--- config.mk ---
export PLATFORM = sky130hd
export DESIGN_NAME = mem_loader
export DESIGN_NICKNAME = d
export VERILOG_FILES = /design/src/rtl/mem_loader_pkg.sv /design/src/rtl/mem_loader.sv
export SDC_FILE = /design/constraint.sdc
export NUM_CORES = 1
export LEC_CHECK = 0
export ABC_AREA = 1
export BUFFER_PORTS_ARGS = -buffer_cell sky130_fd_sc_hd__buf_2
export CAP_MARGIN = 25
export CORE_MARGIN = 1
export CORE_UTILIZATION = 36
export CTS_CLUSTER_SIZE = 10
export DETAILED_ROUTE_END_ITERATION = 8
export PLACE_DENSITY_LB_ADDON = 0.2
export REMOVE_ABC_BUFFERS = 1
export SYNTH_ARGS = -nofsm -noshare
export SYNTH_HDL_FRONTEND = slang
export SYNTH_SLANG_ARGS = --single-unit
--- constraint.sdc ---
create_clock -name clk -period 1.25 [get_ports clk]
set_input_delay 0.0625 -clock clk [delete_from_list [all_inputs] [get_ports clk]]
set_output_delay 0.0625 -clock clk [all_outputs]
set_load 0.03 [all_outputs]
--- src/rtl/mem_loader_pkg.sv ---
// Shared definitions for mem_loader: FSM state encoding and default geometry.
package mem_loader_pkg;

  localparam int DEFAULT_DEPTH = 64;
  localparam int DEFAULT_AW    = 6;
  localparam int DEFAULT_DW    = 32;

  typedef enum logic [1:0] {
    IDLE = 2'd0,
    LOAD = 2'd1,
    RUN  = 2'd2
  } state_t;

endpackage

--- src/rtl/mem_loader.sv ---
// Frame loader: streams DEPTH words into a memory, then enables a downstream mover.
// Optional running checksum of loaded words when MEM_LOADER_CHECKSUM_EN is defined.
module mem_loader
  import mem_loader_pkg::*;
#(
  parameter int DEPTH = DEFAULT_DEPTH,
  parameter int AW    = DEFAULT_AW,
  parameter int DW    = DEFAULT_DW
) (
  input  logic          clk,
  input  logic          reset,
  input  logic          go,
  input  logic          abort,
  input  logic          in_valid,
  input  logic [DW-1:0] in_data,
  output logic          in_ready,
  output logic          cs,
  output logic          rw_,
  output logic [AW-1:0] adder,
  output logic [DW-1:0] datain,
  output logic          start,
  input  logic          done_in,
  output logic          busy,
  output logic          finished,
  output logic [AW:0]   load_cnt,
  output logic [DW-1:0] checksum
);

  localparam logic [AW:0] LAST_IDX = (AW+1)'(DEPTH - 1);

  state_t state, state_next;
  logic   write;       // accepted beat that actually reaches the memory
  logic   enter_load;
  logic   run_done;

  // NOTE: every signal gets a default before the case so no path leaves it
  // unassigned; otherwise synthesis infers a latch.
  always_comb begin
    state_next = state;
    in_ready   = 1'b0;
    write      = 1'b0;
    enter_load = 1'b0;
    run_done   = 1'b0;

    unique case (state)
      IDLE: begin
        if (go) begin
          state_next = LOAD;
          enter_load = 1'b1;
        end
      end
      LOAD: begin
        in_ready = 1'b1;
        if (in_valid) begin
          write = 1'b1;
          if (load_cnt == LAST_IDX) state_next = RUN;
        end
      end
      RUN: begin
        if (done_in) begin
          state_next = IDLE;
          run_done   = 1'b1;
        end
      end
      default: state_next = IDLE;
    endcase

    // Abort outranks beat, go and done_in, and kills the write of this cycle.
    if (abort) begin
      state_next = IDLE;
      write      = 1'b0;
      enter_load = 1'b0;
      run_done   = 1'b0;
    end
  end

  // Write port is gated so nothing leaks onto the memory bus without a write.
  assign cs     = write;
  assign rw_    = ~write;
  assign adder  = write ? load_cnt[AW-1:0] : '0;
  assign datain = write ? in_data : '0;

  assign start  = (state == RUN);
  assign busy   = (state != IDLE);

  // NOTE: clocked state uses non-blocking assignments so every register
  // samples pre-edge values regardless of statement order.
  always_ff @(posedge clk or negedge reset) begin
    if (!reset) begin
      state    <= IDLE;
      load_cnt <= '0;
      finished <= 1'b0;
    end else begin
      state    <= state_next;
      finished <= run_done;
      if (enter_load)  load_cnt <= '0;
      else if (write)  load_cnt <= load_cnt + 1'b1;
    end
  end

`ifdef MEM_LOADER_CHECKSUM_EN
  always_ff @(posedge clk or negedge reset) begin
    if (!reset)          checksum <= '0;
    else if (enter_load) checksum <= '0;
    else if (write)      checksum <= checksum + in_data;
  end
`else
  assign checksum = '0;
`endif

endmodule
==> implementation parameters <==
Parameter                              Value

Run status
  Run status    finished, violations left
  Failing checks    negative setup slack

Worst setup path
  Endpoint type of the worst setup path    output pin
  Internal reg-to-reg setup slack    -0.07 ns
  Maximum fanout along the worst path    16
  Worst Path Class, Setup    reg2out
  Critical path data required time    1.19 ns
  Startpoint types    flop
  Endpoint arrival time on the critical path    1.43 ns

Clocking
  Clock network latency to the later pin of the worst-skew pair    0.26 ns
  Maximum buffer depth of the clock tree    2
  Root buffer cell    clkbuf_4
  Count of H-tree levels built during CTS    1
  CTS sink cnt    10
  Clock buffers created by TritonCTS    3
  TritonCTS clock tree    done
  CTS clock-pin slew for the worst setup and hold paths    0.06 ns

Die
  Site Rows    20
  Top-level I/O count    121
  Starting Density    38.55%
  Floorplan Core Area    0.003103 mm2
  Die span in x    59.64 um
  Chip height    59.64 um
  Die ar.    0.003557 mm2

Global route
  Antenna violations before repair    0
  Largest net degree at the start of global routing    17
  Final global-route overflow total    0
  Wire length of the first global-routing pass    4823 um
  Via count of the first global-routing pass    1180
  Global Route Usage Sum    17.76%

Routing
  Remaining number of nets flagged by the antenna check after routing    0
  Routed via count divided by cell count    4.108
  Final routed DRC violation total    0
  Detailed-route via count    1368
  Aggregate routed wire length    3329 um
  Length of the first detailed-routing pass in iterations    4
  Iter 0 DRT Violations    9
  Post-detailed-route wirelength per cell    9.997 um

Yosys
  Synth Warn #    0
  Synthesized area divided by synthesized cell count    6.397 um2
  Sequential element share of the synthesized area    20.92%
  Post-synthesis cell area    0.001196 mm2
  Flip-flop and latch count after synthesis    10
  Netlist cell types    21
  Instance count of the mapped netlist    187

Timing
  Achievable frequency    671.4 MHz
  Number of hold violations in the final report    0
  Final worst clock skew    0.0002894 ns
  Setup repair after global routing missed its margin    yes
  Tcrit/Tclk final    119.2%
  Final Worst Setup Slack    -0.2394 ns
  Accumulated negative setup slack    -8.497 ns
  Final Max Slew Viols    0
  Minimum period implied by the final worst setup slack    1.489 ns
  Total setup violations reported at the end of the flow    45

Pwr
  P_leak    1.228 nW
  Maximum resistive drop on vdd    0.3779 mV
  Total power per unit cell area    571.1 mW/mm2

Placement
  Post-placement setup slack    -0.05170 ns
  Placed cell count    322
  Half-perimeter wire length after detailed placement    2131 um
  Count of input and output buffers    88
  Weighted congestion at the end of routability-driven global placement    0.7286

Hold path
  Min-Delay Path Class    in2reg

Layout
  Layout Area Growth over Synthesis    78.03%
  Fraction of layout instances using a drive strength above 1    57.44%
  Final antenna diode count    0
  Count of placed standard cells in the final layout, fillers left out    333
  Final Net Count    330

Run
  Count of maximum capacitance violations    0
[per-stage QoR]
step | utilization, % | cell area [um2] | hold WS (ns) | total power [mW]
after global placement | 51.69 | 1604 | -0.06354 | 0.8742
final | 68.63 | 2130 | 0.02131 | 1.216
after detailed placement | 51.69 | 1604 | -0.06341 | 0.8757
after global routing | 68.63 | 2130 | 0.04506 | 1.290
after floorplan | - | 1016 | -0.2331 | 0.7022
after CTS | 62.90 | 1952 | 0.01308 | 1.166
[Yosys cell counts]
cell	count	area, um2
a21oi_2	3	26.28
buf_4	32	240.2
buf_6	5	56.30
conb_1	1	3.750
dfrtp_1	10	250.2
ha_1	1	12.51
inv_1	44	165.2
inv_2	2	7.510
nand2_1	16	60.06
nand2_2	1	6.260
nand2_4	1	11.26
nand3_1	9	45.04
nand3_2	3	30.03
nand4_2	1	12.51
nor2_1	40	150.1
nor2_2	10	62.56
nor2_4	2	22.52
nor3_1	1	5.000
o21ai_0	3	15.01
o21ai_1	1	5.000
xor2_1	1	8.760
[per-layer routing]
metal / global-route usage (%) / wire (um)
met1: 21.47 / 1228
met2: 31.11 / 1839
met5: 0 / 0
met4: 3.987 / 25
met3: 4.803 / 235
[worst max-delay path, stage by stage, from the launching register on]
cell and delay [ns]:
dfrtp_1 0.39, inv_2 0.07, nand2_2 0.06, nor2_4 0.11
nand2_4 0.10, buf_12 0.17, nor2_1 0.09, buf_4 0.16
[layout by cell type (no fill, tap or decap)]
cell type and n:
nand3_1 9, nand2_4 1, buf_4 13, clkbuf_4 3, nand2_1 13, nand4_2 1
buf_12 2, a21oi_2 3, clkbuf_16 1, inv_2 2, inv_1 44, ha_1 1
conb_1 32, nor2_1 7, nor3_1 1, nor2_2 33, xor2_1 1, o21ai_0 1
buf_6 40, dfrtp_1 10, nor2_4 12, o21ai_1 3, buf_2 46, buf_8 1
nand3_2 3, nand2_2 4, dlygate4sd3_1 1, buf_16 1
[sequential cells by signal, summed over array words and instances (netlist names)]
register	cells
finished	1
load_cnt	7
state	2
[cell type report]
| type | instances | area, um2 |
|---|---|---|
| fillers | 281 | 973.4 |
| repair buffers | 105 | 895.9 |
| multi-input cells | 125 | 733.2 |
| flip-flops and latches | 10 | 250.2 |
| inverters | 46 | 172.7 |
| well taps | 44 | 55.05 |
| clock buffers | 3 | 22.52 |
[final timing paths]
check / depth (start not counted) / startpoint / end
min reg2reg: 2 / load_cnt[6]$_DFFE_PN0P_ / load_cnt[6]$_DFFE_PN0P_
min in group asynchronous: 2 / reset / load_cnt[2]$_DFFE_PN0P_
min: 3 / done_in / finished$_DFF_PN0_
max in group asynchronous: 2 / reset / load_cnt[4]$_DFFE_PN0P_
max reg2reg: 9 / state[0]$_DFFE_PN0P_ / load_cnt[4]$_DFFE_PN0P_
max: 7 / state[1]$_DFFE_PN0P_ / datain[19]
[power by group]
group / internal [mW] / total, mW / leakage, nW / switching, mW
clock: 0.111 / 0.216 / 0.0138 / 0.105
sequential: 0.339 / 0.350 / 0.137 / 0.0106
combinational: 0.222 / 0.650 / 1.08 / 0.428
[logic make-up after synthesis]
family,Yosys count,share of synthesized area [%]
AOI/OAI and AO/OA,7,3.870
xor gates and xnor gates,1,0.7324
adders and majority gates,1,1.046
buffers and inverters,83,39.23
DFF,10,20.92
other,1,0.3135
and+or+nand+nor,84,33.89
[what timing repair did]
action / in CTS / in global routing
hold endpoints to repair: 10 / 0
hold buffers: 1 / 0
setup endpoints to repair: 42 / 49
gates resized for setup: 92 / 42
setup buffers: 3 / 3
cloned: 1 / 1
pin swaps: 4 / 3
Note: power is estimated with default switching activity, not from simulation.
